===== config.mk =====
export PLATFORM = sky130hd
export DESIGN_NAME = fetch_unit
export DESIGN_NICKNAME = d
export VERILOG_FILES = /design/src/rtl/fetch_unit.sv
export SDC_FILE = /design/constraint.sdc
export NUM_CORES = 1
export LEC_CHECK = 0
export CAP_MARGIN = 20
export CORE_MARGIN = 2
export CORE_UTILIZATION = 44
export CTS_CLUSTER_DIAMETER = 100
export DETAILED_ROUTE_END_ITERATION = 8
export GPL_TIMING_DRIVEN = 1
export PLACE_DENSITY = 0.84
export SLEW_MARGIN = 20
export SYNTH_ARGS = -nofsm -noshare
export SYNTH_HDL_FRONTEND = slang
export SYNTH_SLANG_ARGS = --single-unit
export TNS_END_PERCENT = 100

===== constraint.sdc =====
create_clock -name clk -period 3.4 [get_ports clk]
set_input_delay 0.34 -clock clk [delete_from_list [all_inputs] [get_ports clk]]
set_output_delay 0.34 -clock clk [all_outputs]
set_load 0.05 [all_outputs]

===== src/rtl/fetch_unit.sv =====
// PC/IR fetch stage with a variable-latency req/ack handshake to instruction memory.
// Optional macro FETCH_ALIGN_CHECK_EN: flag misaligned jr targets on align_err.
module fetch_unit #(
  parameter logic [31:0] RESET_PC = 32'h0000_0000,
  parameter logic [31:0] IR_RESET = 32'hFC00_0000
) (
  input  logic        clk,
  input  logic        rst,
  input  logic        pc_wre,
  input  logic [1:0]  pc_src,
  input  logic        ir_wre,
  input  logic [31:0] rs_data,
  output logic        imem_req,
  output logic [31:0] imem_addr,
  input  logic        imem_ack,
  input  logic [31:0] imem_rdata,
  output logic        fetch_ready,
  output logic [31:0] pc,
  output logic [31:0] pc_plus4,
  output logic [31:0] ir,
  output logic        proto_err,
  output logic        align_err
);

  typedef enum logic [1:0] {F_IDLE, F_REQ, F_VALID} state_t;

  state_t      state_q, state_d;
  logic [31:0] pc_q, pc_d;
  logic [31:0] ir_q, ir_d;
  logic [31:0] buf_q, buf_d;
  logic        boot_q, boot_d;
  logic        proto_err_q, proto_err_d;
  logic [31:0] pc_plus4_w;
  logic [31:0] imm_ext;
  logic [31:0] next_pc;
  logic        commit;

  assign pc_plus4_w = pc_q + 32'd4;
  assign imm_ext    = {{14{ir_q[15]}}, ir_q[15:0], 2'b00};

  always_comb begin
    next_pc = pc_plus4_w;
    case (pc_src)
      2'b00:   next_pc = pc_plus4_w;
      2'b01:   next_pc = pc_plus4_w + imm_ext;
      2'b10:   next_pc = rs_data & 32'hFFFF_FFFC;
      default: next_pc = {pc_plus4_w[31:28], ir_q[25:0], 2'b00};
    endcase
  end

  // A pc_wre only commits a new PC once the boot fetch has been consumed.
  assign commit = (state_q == F_IDLE) && pc_wre && !boot_q;

  always_comb begin
    state_d     = state_q;
    pc_d        = pc_q;
    ir_d        = ir_q;
    buf_d       = buf_q;
    boot_d      = boot_q;
    proto_err_d = proto_err_q;
    case (state_q)
      F_REQ: begin
        if (imem_ack) begin
          buf_d   = imem_rdata;
          state_d = F_VALID;
        end
      end
      F_VALID: begin
        if (ir_wre) begin
          ir_d    = buf_q;
          state_d = F_IDLE;
        end
      end
      default: begin
        if (pc_wre) begin
          if (boot_q) boot_d = 1'b0;
          else        pc_d   = next_pc;
          state_d = F_REQ;
        end
      end
    endcase
    if ((pc_wre && state_q != F_IDLE) || (ir_wre && state_q != F_VALID))
      proto_err_d = 1'b1;
  end

  always_ff @(posedge clk) begin
    if (rst) begin
      state_q     <= F_REQ;
      pc_q        <= RESET_PC;
      ir_q        <= IR_RESET;
      buf_q       <= 32'd0;
      boot_q      <= 1'b1;
      proto_err_q <= 1'b0;
    end else begin
      state_q     <= state_d;
      pc_q        <= pc_d;
      ir_q        <= ir_d;
      buf_q       <= buf_d;
      boot_q      <= boot_d;
      proto_err_q <= proto_err_d;
    end
  end

`ifdef FETCH_ALIGN_CHECK_EN
  logic align_err_q, align_err_d;

  always_comb begin
    align_err_d = align_err_q;
    if (commit && pc_src == 2'b10 && rs_data[1:0] != 2'b00)
      align_err_d = 1'b1;
  end

  always_ff @(posedge clk) begin
    if (rst) align_err_q <= 1'b0;
    else     align_err_q <= align_err_d;
  end

  assign align_err = align_err_q;
`else
  logic unused_commit;
  assign unused_commit = commit;
  assign align_err     = 1'b0;
`endif

  assign imem_req    = (state_q == F_REQ);
  assign imem_addr   = pc_q;
  assign fetch_ready = (state_q == F_VALID);
  assign pc          = pc_q;
  assign pc_plus4    = pc_plus4_w;
  assign ir          = ir_q;
  assign proto_err   = proto_err_q;

endmodule


* Word level (Yosys, flattened, before mapping)
Cells that the tools add are included.
Word-level totals: flip-flop bits (word level) 100, bits of input ports 71, logic and storage cells 34
Cells by class: $add $sub $neg 2, equality and inequality tests 7, mux-type cells 5, bitwise gates (word level) 2, reductions and logical operators 12
Operators by type and width (count):
- 32-bit case mux with 3 select lines | 1
- 32-bit by 3-bit adder with 32-bit output (second input constant) | 1
- 32-bit adder | 1
- 2-bit two-way mux | 3
- 2-bit AND reduction | 3
- 3-bit AND reduction | 2
- 2-bit by 1-bit equality test with 1-bit output (second input constant) | 2
- 2-bit equality test (second input constant) | 2
- 2-bit inequality test (second input constant) | 2
- 2-bit case mux with 2 select lines | 1
- 3-bit nonzero test | 1
- 1-bit logical AND | 2
- 2-bit zero test | 1
- 2-bit by 1-bit inequality test with 1-bit output (second input constant) | 1
- 1-bit NOT | 2
- 2-bit nonzero test | 1
- 2-bit OR reduction | 1
- 1-bit logical OR | 1

* Depth between registers and ports, before layout
Gate-level depths: netlist of the first run.
word-level depth 4, gate-level depth with buffers 16, gate-level depth less buffers 15

* Worst setup path before layout of the first run
OpenSTA, ideal clock, no wires.
path type register to register, start register pc_q[4] (netlist: imem_addr[4]), end register pc_q[18] (netlist: imem_addr[18]), library setup time 117 ps, data arrival time 4493 ps, data required time 3283 ps, setup slack -1210 ps, cell stages (with the launch flop) 17, cells stage by stage dfxtp_1 -> and4_1 -> buf_2 -> and3_1 -> buf_2 -> nand2_1 -> xnor2_1 -> ha_1 -> clkbuf_1 -> a21o_1 -> a31oi_1 -> o31a_1 -> o21a_1 -> nand2_1 -> xor2_1 -> mux4_2 -> a22o_1
On the way: longest elaborated chain between the ends 3
RTL lines:
- start: declaration | line 28 | logic [31:0] pc_q, pc_d;
- start signal: assignment | line 96 | pc_q <= pc_d;
- 32-bit by 3-bit adder with 32-bit output | line 38 | assign pc_plus4_w = pc_q + 32'd4;
- via pc_plus4[9] | line 19 | output logic [31:0] pc_plus4,
- 32-bit adder | line 45 | 2'b01: next_pc = pc_plus4_w + imm_ext;
- 32-bit case mux with 3 select lines | line 43 | case (pc_src)
The timed path passes the listed nets, and every way through them passes these cells. A chain may end at the register's enable or synchronous reset.

* Worst setup path in the final report of the first run
start register pc_q[10] (netlist: imem_addr[10]), end register pc_q[18] (netlist: imem_addr[18])
On the way: longest elaborated chain between the ends 3
RTL lines (line):
- 32-bit by 3-bit adder with 32-bit output (*) | 38
- 32-bit adder | 45
- 32-bit case mux with 3 select lines (*) | 43
Every way passes the cells marked *; elsewhere a longest branch is shown, timed or not.

==> impl_metrics.env, run 1 <==
export IMPL_io_pins=203
export IMPL_yosysWarnings=0
export IMPL_reg2reg_setup_slack_ns=0.06
export IMPL_ys_top_cells_by_area="dfxtp_1, nand2_1, a21oi_1"
export IMPL_swShare_pct=33.64
export IMPL_relSlewSlack_pct=41.36
export IMPL_synth_mux_area_share_pct=8.059
export IMPL_hold_violations=0
export IMPL_numPortBuffers=193
export IMPL_path_cells="nand4_2, or2_2, nor2_2, nand2_2, xnor2_4, ha_4, nand4_1, or2_4, nand2b_4, o21a_4, nand2_4, xor2_2, mux4_2, a22o_1"
export IMPL_ys_seq_elements=98
export IMPL_total_power_mw=3.316
export IMPL_worstSetupPathType="flop to flop"
export IMPL_die_h_um=127.9
export IMPL_critPathBufInv=0
export IMPL_synth_edff_count=0
export IMPL_vias=7154
export IMPL_diodes=0
export IMPL_tritoncts="done"
export IMPL_worstHoldPathCells=2
export IMPL_yosysSeqAreaShare_pct=29.05
export IMPL_setup_ws_ns=0.06038
export IMPL_r2r_start="imem_addr[10]$_SDFFE_PP0P_"
export IMPL_dieArea_um2=16360
export IMPL_grt_ovfl_total=0
export IMPL_synthTopCellsByCount="nand2_1, a21oi_1, dfxtp_1, ha_1, buf_4"
export IMPL_drt_first_pass_iters=6
export IMPL_insertion_delay_ns=0.35
export IMPL_worstRegToRegCells=14
export IMPL_synth_compound_area_share_pct=18.67
export IMPL_cp_end_kind="flop"
export IMPL_synth_cell_types=63
export IMPL_nets=1166
export IMPL_start_util_pct=44.76
export IMPL_ant_nets=0
export IMPL_area_growth_pct=51.46
export IMPL_synth_area_leader_cell="dfxtp_1"
export IMPL_fmax_mhz=299.4
export IMPL_antenna_found_initial=0
export IMPL_power_frac_comb_pct=27.3
export IMPL_clkSlewWorstSetupHoldPaths_ns=0.08
export IMPL_pre_cts_ws_ns=-0.01882
export IMPL_ys_flop_type="dfxtp_1"
export IMPL_rsz0062_at_grt="true"
export IMPL_grt_max_degree=82
export IMPL_synth_simple_area_share_pct=21.64
export IMPL_syn_inst=853
export IMPL_min_period_ns=3.340
export IMPL_grt_pass1_vias=6574
export IMPL_ir_drop_mv=0.5041
export IMPL_grt_usage_pct=25.98
export IMPL_numCtsBuffers=9
export IMPL_arrival_ns=3.58
export IMPL_min_delay_start="buf_q[24]$_SDFFE_PP0P_"
export IMPL_die_width_um=127.9
export IMPL_cp_required_ns=3.64
export IMPL_cp_slowest_stage_delay_ns=0.46
export IMPL_place_hpwl_um=16120
export IMPL_worstPathMaxFanout=6
export IMPL_hold_path_end="ir[24]$_SDFFE_PP0P_"
export IMPL_synth_area_per_cell_um2=7.918
export IMPL_startpoint_type="flop"
export IMPL_synth_most_common_cell="nand2_1"
export IMPL_core_area_um2=15090
export IMPL_run_status="complete, no violations"
export IMPL_drc=0
export IMPL_clockRootBuffer="clkbuf_16"
export IMPL_htreeDepth=3
export IMPL_wl_um=22630
export IMPL_cpMaxStageDelayCell="mux4_2"
export IMPL_grt_pass1_wl_um=33590
export IMPL_async_flop_share_pct=0
export IMPL_final_cells=1248
export IMPL_finalCritPeriodShare_pct=98.22
export IMPL_leakage_nw=4.049
export IMPL_cts_sinks=98
export IMPL_synth_top_area_share_pct=29.05
export IMPL_dp_cells=1224
export IMPL_maxCapViolCount=0
export IMPL_worst_slew_pin_transition_ns=0.8796
export IMPL_gp_congestion=0.9861
export IMPL_p_int_mw=2.200
export IMPL_setup_tns_ns=0
export IMPL_synth_top_family_by_area="simple AND/OR/NAND/NOR gates"
export IMPL_crit_family="simple AND/OR/NAND/NOR gates"
export IMPL_drive_gt1_share_pct=22.17
export IMPL_synthAdderAreaFrac_pct=7.521
export IMPL_clockPowerShare_pct=33.9
export IMPL_seq_power_share_pct=38.8
export IMPL_worstHoldPathType="flop to flop"
export IMPL_vias_per_cell=5.732
export IMPL_rows=45
export IMPL_p_per_area_nw_per_um2=324.1
export IMPL_netlist_area_um2=6754
export IMPL_first_iter_violations=525
export IMPL_synth_xor_area_share_pct=6.854
export IMPL_routedWlPerCell_um=18.14
export IMPL_reg2reg_to="imem_addr[18]$_SDFFE_PP0P_"
export IMPL_switchingPower_mw=1.116
export IMPL_slew_viol_final=0
export IMPL_cts_buffer_depth=2
export IMPL_fin_worst_skew_ns=0.01207
export IMPL_setup_viol=0
export IMPL_hold_buffers=0
[area by class of cell]
cell class	instances	area, um^2
multi-input combinational	653	5057
fill	1178	4860
timing repair buffer	268	2494
sequential	98	2031
clock buffer	10	250.2
tap	188	235.2
inverter	25	93.84
clock inverter	6	68.82
[routing by layer]
layer	vias to the layer above	global-route usage (%)	routed length (um)
li1	3359	-	-
met1	3359	33.91	9143
met2	385	44.23	10860
met3	51	3.923	1924
met4	0	8.533	706
met5	-	0	0
[kinds of logic (layout without fill, tap and decap cells)]
| group | count (synthesis) | count (layout) |
|---|---|---|
| xor+xnor | 52 | 52 |
| flops | 98 | 98 |
| buf+inv | 108 | 309 |
| fa+ha+maj | 40 | 40 |
| compound gates | 207 | 207 |
| mux | 28 | 28 |
| simple gates | 319 | 319 |
| other cells | 1 | 7 |
[placed cells by master, fill, tap and decap left out, types with 5 or more instances in the layout]
master and count:
a21o_1 12, a21oi_1 90, a21oi_2 8, a22o_1 9, a31oi_1 7, and2_1 6
and3_1 5, buf_4 75, clkbuf_16 10, clkdlybuf4s50_1 190, conb_1 7, dfxtp_1 77
dfxtp_4 17, ha_1 26, ha_4 9, inv_1 24, mux2i_1 6, mux4_2 21
nand2_1 191, nand3_1 15, nand3b_1 7, nand4_1 15, nor2_1 28, nor3_1 8
o211ai_1 5, o21ai_0 20, o21ai_1 9, o22ai_1 5, xnor2_1 18, xnor2_2 8
xnor2_4 10, xor2_1 6, xor2_4 6
[tightest hold or removal path: cells and delay by family, from the launching register on]
family             cells  cell delay [ns]
DFF                    1             0.31
AOI/OAI and AO/OA      1             0.05
and+or+nand+nor        1             0.05
[sequential cells by signal, summed over array words and instances, names as in the netlist]
name / count
ir: 32
proto_err: 1
buf_q: 32
imem_addr: 30
state_q: 2
boot_q: 1
[worst max-delay path by stage]
| stage | endpoint | slack (ns) | depth (start not counted) | start |
|---|---|---|---|---|
| 3_5_place_dp | imem_addr[21]$_SDFFE_PP0P_ | -0.02 | 15 | imem_addr[10]$_SDFFE_PP0P_ |
| 6_report | imem_addr[18]$_SDFFE_PP0P_ | 0.06 | 14 | imem_addr[10]$_SDFFE_PP0P_ |
| 4_1_cts | imem_addr[30]$_SDFFE_PP0P_ | -0.008 | 15 | imem_addr[10]$_SDFFE_PP0P_ |
| 3_3_place_gp | imem_addr[31]$_SDFFE_PP0P_ | 0.02 | 15 | imem_addr[10]$_SDFFE_PP0P_ |
| 2_1_floorplan | imem_addr[18]$_SDFFE_PP0P_ | -0.24 | 15 | imem_addr[6]$_SDFFE_PP0P_ |
| 5_1_grt | imem_addr[21]$_SDFFE_PP0P_ | -0.07 | 14 | imem_addr[10]$_SDFFE_PP0P_ |
[timing repair]
| item | in CTS | in global routing |
|---|---|---|
| resized for setup | 8 | 61 |
| setup buffers | 0 | 7 |
| pin swaps | 0 | 31 |
| setup endpoints to repair | 6 | 19 |
[power groups by stage]
stage	Combinational [mW]	Sequential [mW]	Clock, mW
floorplan	0.530	1.38	0
global placement	0.871	1.31	0
detailed placement	0.886	1.31	0
CTS	0.891	1.29	1.13
global route	0.973	1.30	1.18
finish	0.904	1.29	1.12
[per-stage QoR]
step / util, % / area, um^2 / hold WS, ns
after floorplan: - / 7331 / 0.4321
after global placement: 63.11 / 9523 / 0.4364
after detailed placement: 63.11 / 9523 / 0.4478
after CTS: 65.50 / 9883 / 0.4532
after global routing: 67.79 / 10230 / 0.4718
final: 67.79 / 10230 / 0.4498
No activity file was read; power rests on OpenSTA's default activity.
==> run 2, diff against run 1 <==
SETUP_SLACK_MARGIN = 0.5   (was not set)
==> impl_metrics.env, run 2 (synthesis gave the netlist of run 1 again) <==
export IMPL_drc=0
export IMPL_ant_nets=0
export IMPL_drt_first_pass_iters=5
export IMPL_arrival_ns=3.72
export IMPL_hold_path_end="ir[11]$_SDFFE_PP0P_"
export IMPL_fillCellCount=959
export IMPL_final_common_cell="nand2_1"
export IMPL_cp_end_kind="flop"
export IMPL_routedWlPerCell_um=21.68
export IMPL_numPortBuffers=193
export IMPL_cts_buffer_depth=2
export IMPL_worst_hold_slack_ns=0.4447
export IMPL_hold_violations=0
export IMPL_die_width_um=127.9
export IMPL_reg2reg_setup_slack_ns=-0.07
export IMPL_r2r_start="imem_addr[6]$_SDFFE_PP0P_"
export IMPL_grt_usage_pct=30.16
export IMPL_leakage_nw=4.600
export IMPL_grt_max_degree=49
export IMPL_core_area_um2=15090
export IMPL_rsz0062_at_grt="true"
export IMPL_grt_ovfl_total=0
export IMPL_hold_buffers=0
export IMPL_worstHoldPathType="flop to flop"
export IMPL_setup_tns_ns=-0.06944
export IMPL_antenna_found_initial=0
export IMPL_grt_pass1_wl_um=38590
export IMPL_vias=7892
export IMPL_crit_path_start="imem_addr[6]$_SDFFE_PP0P_"
export IMPL_diodes=0
export IMPL_grt_pass1_vias=7198
export IMPL_slew_viol_final=0
export IMPL_critPathBufInv=0
export IMPL_p_per_area_nw_per_um2=284.4
export IMPL_min_delay_start="buf_q[11]$_SDFFE_PP0P_"
export IMPL_reg2reg_to="imem_addr[18]$_SDFFE_PP0P_"
export IMPL_drive_gt1_share_pct=33.39
export IMPL_clockRootBuffer="clkbuf_16"
export IMPL_die_h_um=127.9
export IMPL_numCtsBuffers=9
export IMPL_final_cells=1302
export IMPL_dp_cells=1223
export IMPL_run_status="finished, violations left"
export IMPL_fmax_mhz=288.4
export IMPL_nets=1220
export IMPL_cts_sinks=98
export IMPL_place_hpwl_um=16050
export IMPL_insertion_delay_ns=0.36
export IMPL_path_cells="and4_4, and3_4, nand4_1, xnor2_4, ha_4, a21o_1, a31oi_2, o22a_1, o21a_4, nand2_4, xor2_2, mux4_2, a22o_1"
export IMPL_gp_congestion=0.9480
export IMPL_setup_ws_ns=-0.06758
export IMPL_maxCapViolCount=0
export IMPL_mostFrequentLayoutCells="nand2_1, clkdlybuf4s50_1, buf_4"
export IMPL_cp_slowest_stage_delay_ns=0.49
export IMPL_tritoncts="done"
export IMPL_worstPathMaxFanout=4
export IMPL_htreeDepth=3
export IMPL_wl_um=28230
export IMPL_ir_drop_mv=0.5518
export IMPL_finalCritPeriodShare_pct=102.0
export IMPL_vias_per_cell=6.061
export IMPL_dieArea_um2=16360
export IMPL_area_growth_pct=69.27
export IMPL_worstHoldPathCells=2
export IMPL_pre_cts_ws_ns=-0.03511
export IMPL_relSlewSlack_pct=47.41
export IMPL_startpoint_type="flop"
export IMPL_start_util_pct=44.76
export IMPL_worstSetupPathType="flop to flop"
export IMPL_clkSlewWorstSetupHoldPaths_ns=0.08
export IMPL_fin_area_um2=11430
export IMPL_placed_cell_area_um2=9617
export IMPL_worst_slew_pin_transition_ns=0.7888
export IMPL_crit_family="compound AO/OA/AOI/OAI gates"
export IMPL_rows=45
export IMPL_cp_required_ns=3.65
export IMPL_setup_viol=2
export IMPL_cpMaxStageDelayCell="mux4_2"
export IMPL_min_period_ns=3.468
export IMPL_fin_worst_skew_ns=0.01583
export IMPL_first_iter_violations=858
export IMPL_io_pins=203
export IMPL_violations="setup timing"
export IMPL_worstRegToRegCells=13
==> run 2: changes by cell type in the layout (fill, tap and decap cells not counted), sizes merged, moves of 2 or more <==
cell           delta
buf              +56
clkdlybuf4s50    -17
dlygate4sd2       +7
clkdlybuf4s15     +4
clkbuf            +3
dlymetal6s2s      +2
==> run 2: area by class of cell <==
class | instances | area [um^2] | area share, %
clock buffer | 11 | 242.7 | 2.123
clock inverter | 5 | 37.54 | 0.3283
inverter | 25 | 93.84 | 0.8208
multi-input combinational | 653 | 5804 | 50.77
sequential | 98 | 2033 | 17.78
tap | 188 | 235.2 | 2.058
timing repair buffer | 322 | 2985 | 26.11
==> run 2: metal layers <==
metal | global-route usage [%] | vias up | routed length [um]
met1 | 37.53 | 3676 | 10400
met5 | 0 | - | 0
met2 | 50.30 | 597 | 13570
li1 | - | 3463 | -
met3 | 6.302 | 156 | 2601
met4 | 13.83 | 0 | 1656
==> run 2: repair_timing <==
item / 4_1_cts / 5_1_grt
endpoints found under the setup margin: 37 / 30
gates resized for setup: 144 / 90
buffers inserted: 43 / 20
pin swaps: 91 / 58
==> run 2: worst reg2reg max path, cell delays in order, from the launching register on <==
cell	delay [ns]
dfxtp_4	0.35
and4_4	0.27
and3_4	0.22
nand4_1	0.20
xnor2_4	0.32
ha_4	0.25
a21o_1	0.19
a31oi_2	0.20
o22a_1	0.21
o21a_4	0.20
nand2_4	0.09
xor2_2	0.18
mux4_2	0.49
a22o_1	0.20
==> run 2: worst max-delay path by stage <==
| stage | endpoint | slack, ns | cells after the start |
|---|---|---|---|
| 6_report | imem_addr[18]$_SDFFE_PP0P_ | -0.07 | 13 |
| 5_1_grt | imem_addr[18]$_SDFFE_PP0P_ | -0.11 | 13 |
| 4_1_cts | imem_addr[18]$_SDFFE_PP0P_ | 0.19 | 13 |
| 3_5_place_dp | imem_addr[31]$_SDFFE_PP0P_ | -0.04 | 16 |
| 3_3_place_gp | imem_addr[21]$_SDFFE_PP0P_ | 0.02 | 14 |
| 2_1_floorplan | imem_addr[18]$_SDFFE_PP0P_ | -0.24 | 15 |
==> run 2: through the flow <==
step	util [%]	power, mW
floorplan	-	1.912
global placement	63.63	2.182
detailed placement	63.73	2.201
CTS	71.69	3.211
global route	75.76	3.376
finish	75.76	3.251
==> run 2: power breakdown <==
group / leakage (nW) / internal [mW] / switching (mW) / total (mW)
registers: 0.812 / 1.23 / 0.0621 / 1.29
clock network: 0.140 / 0.522 / 0.482 / 1.00
logic: 3.65 / 0.370 / 0.589 / 0.959
==> run 3, diff against run 2 <==
CORE_UTILIZATION = 45   (was 44)
DONT_BUFFER_PORTS = 1   (was not set)
PLACE_DENSITY = 0.67   (was 0.84)
==> impl_metrics.env, run 3 (synthesis gave the netlist of run 1 again) <==
export IMPL_clockRootBuffer="clkbuf_16"
export IMPL_min_period_ns=3.364
export IMPL_mostFrequentLayoutCells="nand2_1, buf_4, a21oi_1"
export IMPL_highest_layer="met4"
export IMPL_hold_violations=0
export IMPL_clkSlewWorstSetupHoldPaths_ns=0.08
export IMPL_ir_drop_mv=0.5280
export IMPL_reg2reg_to="imem_addr[18]$_SDFFE_PP0P_"
export IMPL_numCtsBuffers=9
export IMPL_first_iter_violations=438
export IMPL_grt_max_degree=85
export IMPL_antenna_found_initial=1
export IMPL_vias=6813
export IMPL_grt_pass1_wl_um=36420
export IMPL_worstHoldPathType="input pin to flop"
export IMPL_pre_cts_ws_ns=-0.08738
export IMPL_path_cells="and4_4, and3_4, nand4_1, xnor2_4, ha_4, a21o_4, a31oi_4, o22a_1, o21a_4, nand2_2, xor2_1, mux4_2, a22o_1"
export IMPL_vias_per_cell=5.950
export IMPL_r2r_start="imem_addr[6]$_SDFFE_PP0P_"
export IMPL_cp_end_kind="flop"
export IMPL_io_pins=203
export IMPL_hold_buffers=0
export IMPL_area_growth_pct=40.50
export IMPL_reg2reg_setup_slack_ns=0.04
export IMPL_finalCritPeriodShare_pct=98.95
export IMPL_cpMaxStageDelayCell="mux4_2"
export IMPL_setup_viol=0
export IMPL_cts_sinks=98
export IMPL_startpoint_type="flop"
export IMPL_cp_slowest_stage_delay_ns=0.46
export IMPL_drt_first_pass_iters=8
export IMPL_dp_cells=1092
export IMPL_setup_ws_ns=0.03559
export IMPL_nets=1067
export IMPL_gp_congestion=0.9677
export IMPL_rsz0062_at_grt="true"
export IMPL_leakage_nw=3.888
export IMPL_insertion_delay_ns=0.36
export IMPL_drive_gt1_share_pct=38.44
export IMPL_final_common_cell="nand2_1"
export IMPL_place_hpwl_um=17220
export IMPL_slew_viol_final=0
export IMPL_fin_worst_skew_ns=0.01656
export IMPL_final_cells=1145
export IMPL_relSlewSlack_pct=48.36
export IMPL_die_h_um=126.5
export IMPL_drc=0
export IMPL_setup_tns_ns=0
export IMPL_grt_pass1_vias=6623
export IMPL_worst_slew_pin_transition_ns=0.7699
export IMPL_worstRegToRegCells=13
export IMPL_ant_nets=0
export IMPL_core_area_um2=14590
export IMPL_total_power_mw=3.038
export IMPL_maxCapViolCount=0
export IMPL_crit_family="compound AO/OA/AOI/OAI gates"
export IMPL_grt_ovfl_total=0
export IMPL_numPortBuffers=0
export IMPL_met2_length_um=10820
export IMPL_rows=44
export IMPL_routedWlPerCell_um=21.01
export IMPL_die_width_um=126.5
export IMPL_critPathBufInv=0
export IMPL_wl_met3_um=2295
export IMPL_cts_buffer_depth=2
export IMPL_htreeDepth=3
export IMPL_start_util_pct=46.30
export IMPL_hold_path_end="buf_q[29]$_SDFFE_PP0P_"
export IMPL_cp_required_ns=3.65
export IMPL_run_status="complete, no violations"
export IMPL_drt_met1_wl_um=10240
export IMPL_p_per_area_nw_per_um2=320.2
export IMPL_arrival_ns=3.61
export IMPL_worstHoldPathCells=1
export IMPL_dieArea_um2=16000
export IMPL_fmax_mhz=297.2
export IMPL_tritoncts="done"
export IMPL_worstSetupPathType="flop to flop"
export IMPL_min_delay_start="rst"
export IMPL_wl_um=24060
export IMPL_grt_usage_pct=28.66
export IMPL_worstPathMaxFanout=5
run 3: cell count changes in the layout (fill, tap and decap cells not counted), moves of 6 or more:
cell,change
clkdlybuf4s50_1,-173
dlygate4sd2_1,-8
a21oi_4,-6
ha_4,-6
o21ai_2,-6
buf_4,+41
run 3: metrics by stage:
step / area [um^2] / hold WS, ns / utilization, %
after floorplan: 7425 / 0.4321 / -
after global placement: 8165 / 0.4156 / 55.97
after detailed placement: 8165 / 0.4163 / 55.97
after CTS: 9143 / 0.03518 / 62.67
after global routing: 9487 / 0.03707 / 65.03
final: 9489 / 0.05002 / 65.04
run 3: report_power, final:
| part | total, mW | switching, mW | internal [mW] |
|---|---|---|---|
| combinational | 0.734 | 0.497 | 0.237 |
| clock | 0.993 | 0.493 | 0.500 |
| sequential | 1.31 | 0.0857 | 1.23 |
| total | 3.04 | 1.08 | 1.96 |
run 3: worst register-to-register path, delay by kind of cell (launching register included):
| family | cells | cell delay (ns) |
|---|---|---|
| AOI/OAI and AO/OA | 5 | 0.95 |
| and+or+nand+nor | 4 | 0.75 |
| xor gates and xnor gates | 2 | 0.49 |
| muxes | 1 | 0.46 |
| DFF | 1 | 0.36 |
| adders and majority gates | 1 | 0.26 |
run 3: repair_timing:
item | 4_1_cts | 5_1_grt
pin swaps | 50 | 54
cloned | 0 | 0
gates resized for setup | 104 | 50
endpoints found under the setup margin | 24 | 24
setup buffers | 27 | 10
run 3: final cells by class:
type                       instances  area, um^2
antenna                            1       2.502
clock buffer                      10       229.0
clock inverter                     5       40.04
fill                            1213        5100
inverter                          25       93.84
multi-input combinational        653        5477
sequential                        98        2033
tap                              184       230.2
timing repair buffer             169        1384
run 3: metal layers:
| metal | global-route usage (%) | vias up |
|---|---|---|
| met2 | 43.88 | 367 |
| li1 | - | 3168 |
| met3 | 6.748 | 53 |
| met1 | 39.69 | 3225 |
| met4 | 10.08 | 0 |
| met5 | 0 | - |
run 3: worst max path at each step:
stage	startpoint	end	cells past startpoint
after CTS	imem_addr[9]$_SDFFE_PP0P_	imem_addr[30]$_SDFFE_PP0P_	14
after global placement	imem_addr[10]$_SDFFE_PP0P_	imem_addr[30]$_SDFFE_PP0P_	15
after floorplan	imem_addr[6]$_SDFFE_PP0P_	imem_addr[18]$_SDFFE_PP0P_	15
after global routing	imem_addr[6]$_SDFFE_PP0P_	imem_addr[18]$_SDFFE_PP0P_	13
final	imem_addr[6]$_SDFFE_PP0P_	imem_addr[18]$_SDFFE_PP0P_	13
after detailed placement	imem_addr[7]$_SDFFE_PP0P_	imem_addr[30]$_SDFFE_PP0P_	14
==> RTL change: new RTL, flow settings as in run 1 <==
The option `FETCH_ALIGN_CHECK_EN` is turned on by a define.
--- a/src/rtl/fetch_unit.sv
+++ b/src/rtl/fetch_unit.sv
@@ -1,5 +1,7 @@
 // PC/IR fetch stage with a variable-latency req/ack handshake to instruction memory.
 // Optional macro FETCH_ALIGN_CHECK_EN: flag misaligned jr targets on align_err.
+`define FETCH_ALIGN_CHECK_EN
+
 module fetch_unit #(
   parameter logic [31:0] RESET_PC = 32'h0000_0000,
   parameter logic [31:0] IR_RESET = 32'hFC00_0000
Function: changed (Yosys sat finds a counterexample within 10 cycles, from zero or initial values and one cycle with rst high).
==> RTL change against run 1 <==
Worst setup slack got worse by 0.26 ns. Cell area increased by 5.3%. Final cell count increased by 5.8%. Power up 9.2%. Largest cell class unchanged. Largest power group unchanged. The run now ends with setup timing left. Wire length is 8.6% higher. Count of clock-buffer cells in the layout unchanged. Synthesized area is 1.9% lower. Sequential cell count rose by 1. Combinational power is 38% higher. Highest routed layer unchanged.
==> RTL change: results (changes against run 1) <==
<table>
<tr><th>Metric</th><th>Value</th></tr>
<tr><th colspan="2">Min path</th></tr>
<tr><td>Worst hold-check path type</td><td>input port to flip-flop (was flip-flop to flip-flop)</td></tr>
<tr><th colspan="2">Synth</th></tr>
<tr><td>Portion of the post-synthesis area used by sequential elements</td><td>29.92% (was 29.05%)</td></tr>
<tr><td>Synth area leaders</td><td>dfxtp_1 30%, nand2_1 10%, ha_1 7.2%, a21oi_1 6.9%, xnor2_1 4.1% (was dfxtp_1 29%, nand2_1 11%, a21oi_1 7.5%, ha_1 7.2%, mux4_2 7.0%)</td></tr>
<tr><td>Number of distinct library cells after synthesis</td><td>66 (was 63)</td></tr>
<tr><td>Adder and majority gate portion of the synthesized area</td><td>7.480% (was 7.521%)</td></tr>
<tr><td>Top cells by instance count after synthesis</td><td>185 x nand2_1, 99 x dfxtp_1, 91 x a21oi_1 (was 196 x nand2_1, 101 x a21oi_1, 98 x dfxtp_1)</td></tr>
<tr><td>Gate count after technology mapping</td><td>848 (was 853)</td></tr>
<tr><td>Proportion of synthesized area in mux cells</td><td>6.725% (was 8.059%)</td></tr>
<tr><th colspan="2">Drt</th></tr>
<tr><td>Final wirelength</td><td>24590 µm (was 22630 µm)</td></tr>
<tr><td>DR vias</td><td>7369 (was 7154)</td></tr>
<tr><td>Met2 wire length</td><td>11640 µm (was 10860 µm)</td></tr>
<tr><td>Number of iterations in the first detailed-routing pass</td><td>5 (was 6)</td></tr>
<tr><td>Met3 WL</td><td>2025 µm (was 1924 µm)</td></tr>
<tr><th colspan="2">Global route</th></tr>
<tr><td>Wire length of the first global-routing pass</td><td>38570 µm (was 33590 µm)</td></tr>
<tr><th colspan="2">Place</th></tr>
<tr><td>Post-Place Worst Slack</td><td>-0.2421 ns (was -0.01882 ns)</td></tr>
<tr><td>Total instance count after detailed placement</td><td>1292 (was 1224)</td></tr>
<tr><td>Port Buffer Count</td><td>196 (was 193)</td></tr>
<tr><th colspan="2">Timing</th></tr>
<tr><td>Worst setup skew after layout</td><td>0.007333 ns (was 0.01207 ns)</td></tr>
<tr><td>Setup slack after layout</td><td>-0.1961 ns (was 0.06038 ns)</td></tr>
<tr><td>Setup-violating endpoint count in the final report</td><td>4 (was 0)</td></tr>
<tr><td>Least-Margin Pin Slew</td><td>0.8126 ns (was 0.8796 ns)</td></tr>
<tr><th colspan="2">Final layout</th></tr>
<tr><td>Final layout net count</td><td>1241 (was 1166)</td></tr>
<tr><th colspan="2">Outcome</th></tr>
<tr><td>Violated checks</td><td>setup timing</td></tr>
<tr><td>Run status</td><td>finished, violations left (was completed)</td></tr>
<tr><th colspan="2">Clocking</th></tr>
<tr><td>Buffers inserted by post-CTS timing repair</td><td>9 (was 0)</td></tr>
<tr><td>Count of cells resized by post-cts repair</td><td>27 (was 8)</td></tr>
<tr><th colspan="2">Pwr</th></tr>
<tr><td>Leakage power</td><td>4.516 nW (was 4.049 nW)</td></tr>
</table>
-- RTL change: cell count changes after synthesis, moves of 8 or more --
cell             run 1  this run
mux4_2              21        11
nor2_1              35        59
mux2_2               1        14
a22o_1               9         1
o221ai_1             1        12
nand2_1            196       185
a21oi_1            101        91
-- RTL change: final timing paths --
check,startpoint,end,cells past startpoint
setup / recovery,imem_addr[3]$_SDFFE_PP0P_,imem_addr[27]$_SDFFE_PP0P_,17
hold reg to reg,buf_q[12]$_SDFFE_PP0P_,ir[12]$_SDFFE_PP0P_,2
setup reg to reg,imem_addr[3]$_SDFFE_PP0P_,imem_addr[27]$_SDFFE_PP0P_,17
hold / removal,rst,imem_addr[28]$_SDFFE_PP0P_,2
-- RTL change: cell type report --
cell class	count	area, µm²
multi-input combinational	656	4995
fill	1097	3875
timing repair buffer	348	3129
sequential	99	2056
clock buffer	10	239.0
tap	184	230.2
inverter	17	63.81
clock inverter	6	56.30
